File: config.mk
export PLATFORM = sky130hd
export DESIGN_NAME = alu_exec_unit
export DESIGN_NICKNAME = d
export VERILOG_FILES = /design/src/rtl/alu_exec_unit.sv
export SDC_FILE = /design/constraint.sdc
export NUM_CORES = 1
export LEC_CHECK = 0
export CAP_MARGIN = 20
export CORE_MARGIN = 8
export CORE_UTILIZATION = 45
export DETAILED_ROUTE_END_ITERATION = 8
export PLACE_DENSITY = 0.63
export SYNTH_ARGS = -nofsm -noshare
export SYNTH_HDL_FRONTEND = slang
export SYNTH_SLANG_ARGS = --single-unit
File: constraint.sdc
create_clock -name clk -period 4.14 [get_ports clk]
set_input_delay 0.828 -clock clk [delete_from_list [all_inputs] [get_ports clk]]
set_output_delay 0.828 -clock clk [all_outputs]
set_load 0.005 [all_outputs]
File: src/rtl/alu_exec_unit.sv
// rtl/alu_exec_unit.sv - execute-stage ALU with registered result and iterative MULTU into HI/LO
module alu_exec_unit #(
    parameter int WIDTH = 32
) (
    input  logic             clk,
    input  logic             reset,
    input  logic             in_valid,
    output logic             in_ready,
    input  logic [3:0]       ALUctrl,
    input  logic [WIDTH-1:0] a,
    input  logic [WIDTH-1:0] b,
    output logic             out_valid,
    output logic [WIDTH-1:0] result,
    output logic             zero,
    output logic [WIDTH-1:0] hi,
    output logic [WIDTH-1:0] lo,
    output logic             busy
);

    localparam int CW = (WIDTH > 2) ? $clog2(WIDTH) : 1;
    localparam logic [CW-1:0] LAST_ITER = CW'(WIDTH - 1);

    localparam logic [3:0] OP_AND   = 4'b0000;
    localparam logic [3:0] OP_OR    = 4'b0001;
    localparam logic [3:0] OP_ADD   = 4'b0010;
    localparam logic [3:0] OP_MULTU = 4'b0011;
    localparam logic [3:0] OP_SUB   = 4'b0110;
    localparam logic [3:0] OP_SLT   = 4'b0111;
    localparam logic [3:0] OP_NOR   = 4'b1100;

    typedef enum logic {
        S_IDLE,
        S_MUL
    } state_t;

    state_t             state;
    logic [WIDTH-1:0]   multiplicand;
    logic [2*WIDTH-1:0] product;
    logic [CW-1:0]      count;

    logic [WIDTH-1:0]   alu_value;
    logic [WIDTH:0]     mul_sum;
    logic [2*WIDTH-1:0] product_next;
    logic               accept;

    assign accept = in_valid && in_ready;
    assign zero   = (result == '0);

    // Single-cycle operation datapath; unknown codes (and MULTU here) produce zero
    always_comb begin
        alu_value = '0;
        case (ALUctrl)
            OP_AND:  alu_value = a & b;
            OP_OR:   alu_value = a | b;
            OP_ADD:  alu_value = a + b;
            OP_SUB:  alu_value = a - b;
            OP_SLT:  alu_value = {{(WIDTH-1){1'b0}}, ($signed(a) < $signed(b))};
            OP_NOR:  alu_value = ~(a | b);
            default: alu_value = '0;
        endcase
    end

    // One shift-add step: conditional add into the upper half keeping the carry, then shift right
    always_comb begin
        mul_sum      = {1'b0, product[2*WIDTH-1:WIDTH]} +
                       (product[0] ? {1'b0, multiplicand} : {(WIDTH+1){1'b0}});
        product_next = {mul_sum, product[WIDTH-1:1]};
    end

    // Control FSM plus all registered outputs (result, out_valid, HI/LO, handshake)
    always_ff @(posedge clk) begin
        if (reset) begin
            state        <= S_IDLE;
            in_ready     <= 1'b1;
            busy         <= 1'b0;
            out_valid    <= 1'b0;
            result       <= '0;
            hi           <= '0;
            lo           <= '0;
            multiplicand <= '0;
            product      <= '0;
            count        <= '0;
        end else begin
            out_valid <= 1'b0;
            case (state)
                S_IDLE: begin
                    if (accept) begin
                        if (ALUctrl == OP_MULTU) begin
                            state        <= S_MUL;
                            in_ready     <= 1'b0;
                            busy         <= 1'b1;
                            multiplicand <= a;
                            product      <= {{WIDTH{1'b0}}, b};
                            count        <= '0;
                        end else begin
                            result    <= alu_value;
                            out_valid <= 1'b1;
                        end
                    end
                end
                S_MUL: begin
                    product <= product_next;
                    count   <= count + 1'b1;
                    if (count == LAST_ITER) begin
                        state     <= S_IDLE;
                        in_ready  <= 1'b1;
                        busy      <= 1'b0;
                        hi        <= product_next[2*WIDTH-1:WIDTH];
                        lo        <= product_next[WIDTH-1:0];
                        result    <= product_next[WIDTH-1:0];
                        out_valid <= 1'b1;
                        count     <= '0;
                    end
                end
                default: begin
                    state    <= S_IDLE;
                    in_ready <= 1'b1;
                    busy     <= 1'b0;
                end
            endcase
        end
    end

endmodule

# == Yosys cells after proc, flatten, opt, wreduce, memory -nomap -nowiden ==
# Index checks and enable logic that the tools add are counted.
# totals
ff_bits,201
latch_bits,0
ram_bits,0
mem_bits_ro,0
inputBits,71
out_inout_bits,100
word_cells,67
n_memories,0
# classes
add_sub_neg,4
mul,0
div_mod_pow,0
order_cmp,1
n_eq_ne,11
n_shift,0
muxes,29
n_bitwise,4
reduce_logical,8
# op_table
cell,n
$pmux 32 s6,1
$mux 32,4
$mux 64,2
$pmux 64 s2,1
$pmux 32 s2,1
$add 32x32->33,1
$add 32x32->32,1
$and 32x32->32,1
$logic_not 32->1,1
$lt 32x32->1,1
$not 32->32,1
$or 32x32->32,1
$sub 32x32->32,1
$mux 5,3
$mux 1,12
$pmux 5 s2,1
$reduce_and 3->1,3
$eq 4x2->1 const B,2
$eq 4x3->1 const B,2
$pmux 1 s2,4
$ne 2x2->1 const B,3
$add 5x1->5 const B,1
$eq 5x5->1 const B,1
$eq 4x1->1 const B,1
6 further kinds,7

# == Logic depth before layout (Yosys ltp) ==
# logic_depth
word_depth,6
depth_mapped,14
mapped_depth_nobuf,13

# == Worst setup path after synthesis ==
# OpenSTA, ideal clock, no wires.
# synth_timing
path_type,input to register
from,input a[11]
to,register result[29]
setup_time_ns,0.114
arrival_ns,3.525
required_ns,4.026
slack_ns,0.501
path_stages,11
path_buffers,0
path_cell_list,inv_1 ha_1 or3_4 or4_1 a21o_1 a2111oi_4 o211ai_1 a41oi_1 xnor2_1 a21oi_1 a2111oi_0
# synth_between
elab_chain_cells,5
word_cells_on_any_way,6
cone_classes,add/sub (2); mux (4)
# synth_lines
element,line,source
from (decl),10,"input logic [WIDTH-1:0] a,"
$sub 32x32->32 / $add 32x32->32 (equally long branches),"56, 55",
$pmux 32 s6 *,52,case (ALUctrl)
$mux 32 *,88,if (ALUctrl == OP_MULTU) begin
$mux 32 *,87,if (accept) begin
$pmux 32 s2 *,85,case (state)
to (signal assigned),96,result <= alu_value;
to (signal assigned),110,result <= product_next[WIDTH-1:0];
to (decl),13,"output logic [WIDTH-1:0] result,"
# Every way passes the cells marked *; elsewhere a longest branch is shown, timed or not. The select of a mux whose other input is x is not followed.
# A chain may end at the register's enable or synchronous reset.

# == Final worst setup path ==
# layout_timing
from,input b[10]
to,register result[29]
# layout_between
elab_chain_cells,5
word_cells_on_any_way,6
cone_classes,add/sub (2); mux (4)
# layout_lines
element,line,source
from (decl),11,"input logic [WIDTH-1:0] b,"
$sub 32x32->32 / $add 32x32->32 (equally long branches),"56, 55",
$pmux 32 s6 *,52,
$mux 32 *,88,
$mux 32 *,87,
$pmux 32 s2 *,85,
# Marked as above.

==> impl_metrics.tcl <==
set metrics [dict create \
    critical-path-slowest-cell "clkdlybuf4s50_1" \
    pwr-share-clk_pct 37.9 \
    synth_async_sr_flop_share_pct 0 \
    dp_hpwl_mm 43.6 \
    power_after_layout_w 0.00514 \
    yosysWarnings 0 \
    cts_tree "done" \
    endpoint_kind "register" \
    synth-seq-area-share_pct 28.4 \
    count_of_mapped_cells_out_of_synthesis 1931 \
    power_frac_seq_pct 38.8 \
    timing.setup.critical_path_class "in2reg" \
    place.port_buffers 170 \
    setup_clock_skew_after_layout_ns 0.0275 \
    nets 2442 \
    critical_path.startpoint_type "input pin" \
    clock_tree.buffer_depth 3 \
    crit_required_ns 4.56 \
    globalRoute.totalOverflow 0 \
    routability_cong 0.975 \
    path_delay_family "compound AO/OA/AOI/OAI gates" \
    grt_pass1_wl_mm 85.3 \
    yosys_cell_types 75 \
    worstSetupPathDepth 13 \
    cp_slowest_stage_delay_ns 0.53 \
    netlist_area_mm2 0.0142 \
    path_cells "clkdlybuf4s50_1, inv_1, ha_1, or3_4, or4_1, a21o_1, a2111oi_4, buf_4, o211ai_1, a41oi_1, xnor2_1, a21oi_1, a2111oi_0" \
    grt.total_usage_pct 28.2 \
    cts.root.buffer_cell "clkbuf_16" \
    die-area_mm2 0.0375 \
    cts.htree.levels 1 \
    fin_crit_sh_pct 93.9 \
    ios 171 \
    drv_cap 0 \
    timing.final.max_slew_violations 0 \
    synthesized_area_per_cell_um2 7.35 \
    placement_rows 65 \
    max-slew-margin-rel_pct 33.8 \
    share_of_final_layout_standard_cells_stronger_than_drive_strength_1_pct 13.0 \
    totalWireLength_mm 55.1 \
    synth_edf_count 0 \
    internal_power_w 0.00360 \
    route.vias.total 15200 \
    viasPerCell 5.75 \
    initial_utilization_pct 45.3 \
    placeableCoreArea_mm2 0.0313 \
    detailedRoute.firstIterationViolations 1064 \
    power.share.combinational_pct 23.3 \
    holdPathStages 2 \
    setup_viol 0 \
    worstSkewPairLatency_ns 0.54 \
    final_core_util_pct 58.7 \
    r2r_setup_slack_ns 0.45 \
    worst-slew-pin-transition_ns 0.992 \
    die-height_um 194 \
    net-switching-power_w 0.00154 \
    area_growth_pct 29.6 \
    power_density_mw_per_mm2 280 \
    antenna-diode-count 0 \
    clock_sink_count 201 \
    period_needed_ns 3.89 \
    drc 0 \
    grt_pass1_vias 14900 \
    timing_hold_violations_final 0 \
    maximum_number_of_pins_on_one_net_before_global_route_repair 110 \
    critPathMaxFanout 3 \
    outcome "finished clean" \
    max_freq_mhz 257 \
    vdd.ir_drop.worst_mv 0.300 \
    p_sw_share_pct 29.9 \
    min_path_type "reg2reg" \
    routedWlPerCell_um 20.8 \
    clk_pin_slew_ns 0.06 \
    dieWidth_um 194 \
    synth_nets 2147 \
    drt_first_pass_iters 5 \
    numPlacedInstances 2601 \
    synth-main-ff-cell "dfxtp_1" \
    final_antenna_net_count 0 \
    ys_seq_elements 201 \
    critPathBufInv 3 \
    holdWs_ns 0.448 \
    antenna_found_initial 0 \
    number_of_buffers_created_by_cts 24 \
    p_leak_nw 7.78 \
    ff2ff_path_depth 15 \
    cp.arrival_ns 4.30 \
    cts_hold_repair.buffers 0 \
    finalNonFillerCells 2645 \
]
==> registers in the layout, indices dropped and copies added, names as in the netlist <==
register	flops
product	64
hi	32
lo	32
multiplicand	32
result	32
count	5
busy	1
in_ready	1
out_valid	1
state	1
==> final timing paths <==
check	start	to
min	multiplicand[9]$_SDFFE_PP0P_	multiplicand[9]$_SDFFE_PP0P_
max reg2reg	product[0]$_SDFFE_PP0P_	hi[29]$_SDFFE_PP0P_
min reg2reg	multiplicand[9]$_SDFFE_PP0P_	multiplicand[9]$_SDFFE_PP0P_
max	b[10]	result[29]$_SDFFE_PP0P_
==> per-layer routing <==
metal | track usage, % | wire length, um
met3 | 3.40 | 2860
met5 | 0 | 0
met2 | 49.2 | 26400
met1 | 34.3 | 23000
met4 | 13.1 | 2870
==> worst min-delay path: stages, from the launching register on <==
cell and delay (ns):
dfxtp_1 0.30, nand2_1 0.05, a21oi_1 0.05
==> cell usage after synthesis, drive strengths merged (11+ instances only) <==
library cell | count | share of area [%]
nand2 | 313 | 8.3
nor3 | 43 | 1.5
nor2 | 172 | 4.6
nor2b | 14 | 0.62
xor2 | 22 | 1.4
o211ai | 11 | 0.58
nand3 | 26 | 0.92
ha | 142 | 13
a31oi | 13 | 0.57
a221oi | 39 | 2.4
buf | 23 | 0.68
and3 | 22 | 0.97
nor4 | 14 | 0.62
xnor2 | 39 | 2.4
clkbuf | 102 | 2.7
and2 | 37 | 1.6
inv | 95 | 2.5
o31ai | 16 | 0.85
a21oi | 280 | 9.9
o21bai | 19 | 1.0
a22o | 17 | 1.0
a21o | 19 | 1.0
dfxtp | 201 | 28
a211oi | 18 | 0.95
nand2b | 12 | 0.53
o21ai | 75 | 2.6
==> power by group through the flow <==
stage | clock network, W | logic, W | registers, W
after CTS | 0.00197 | 0.00118 | 0.00199
after global placement | 0 | 0.00118 | 0.00204
final | 0.00195 | 0.00120 | 0.00199
after floorplan | 0 | 0.000599 | 0.00202
after detailed placement | 0 | 0.00118 | 0.00204
after global routing | 0.00206 | 0.00129 | 0.00200
==> per-stage QoR <==
step                      setup TNS, ns  area (um^2)  setup WS [ns]
after floorplan                       0        14200          0.501
after global placement            -2.89        17700         -0.365
after detailed placement          -3.66        17700         -0.416
after CTS                             0        18400          0.147
after global routing           -0.00832        18400       -0.00832
final                                 0        18400          0.254
==> layout by cell type (no fill, tap or decap), types with 6 or more instances in the layout <==
cell,count
nand2_1,312
a21oi_1,280
buf_4,221
dfxtp_1,200
nor2_1,170
clkdlybuf4s50_1,168
ha_1,142
inv_1,95
o21ai_0,74
nor3_1,42
xnor2_1,39
a221oi_1,39
and2_1,36
nand3_1,25
clkbuf_16,24
and3_1,22
xor2_1,22
a21o_1,19
o21bai_1,19
a211oi_1,18
a22o_1,17
o31ai_1,16
nor2b_1,14
nor4_1,12
nand2b_1,12
a31oi_1,12
o211ai_1,11
nand4_1,10
or3_1,9
o21a_1,8
a21boi_0,8
clkbuf_1,8
or2_2,7
o2111ai_1,6
o221ai_1,6
o22ai_1,6
==> area by class of cell <==
| type | instances | area [um^2] |
|---|---|---|
| Clock buffer | 34 | 658 |
| Clock inverter | 9 | 65.1 |
| Fill cell | 2953 | 12900 |
| Inverter | 97 | 364 |
| Multi-Input combinational cell | 1508 | 9360 |
| Sequential cell | 201 | 4030 |
| Tap cell | 402 | 503 |
| Timing Repair Buffer | 394 | 3420 |
==> logic make-up after synthesis <==
logic type	after synthesis	share of synthesized area [%]
simple gates	700	22.0
compound gates	594	26.4
buf+inv	222	5.95
flops	201	28.4
fa+ha+maj	145	12.9
xor+xnor	61	3.77
mux	8	0.591
==> timing repair <==
action                                  CTS  global route
resized for setup                         0             3
setup buffers                             0             1
endpoints found under the setup margin    0             5
No activity file was read; power rests on OpenSTA's default activity.
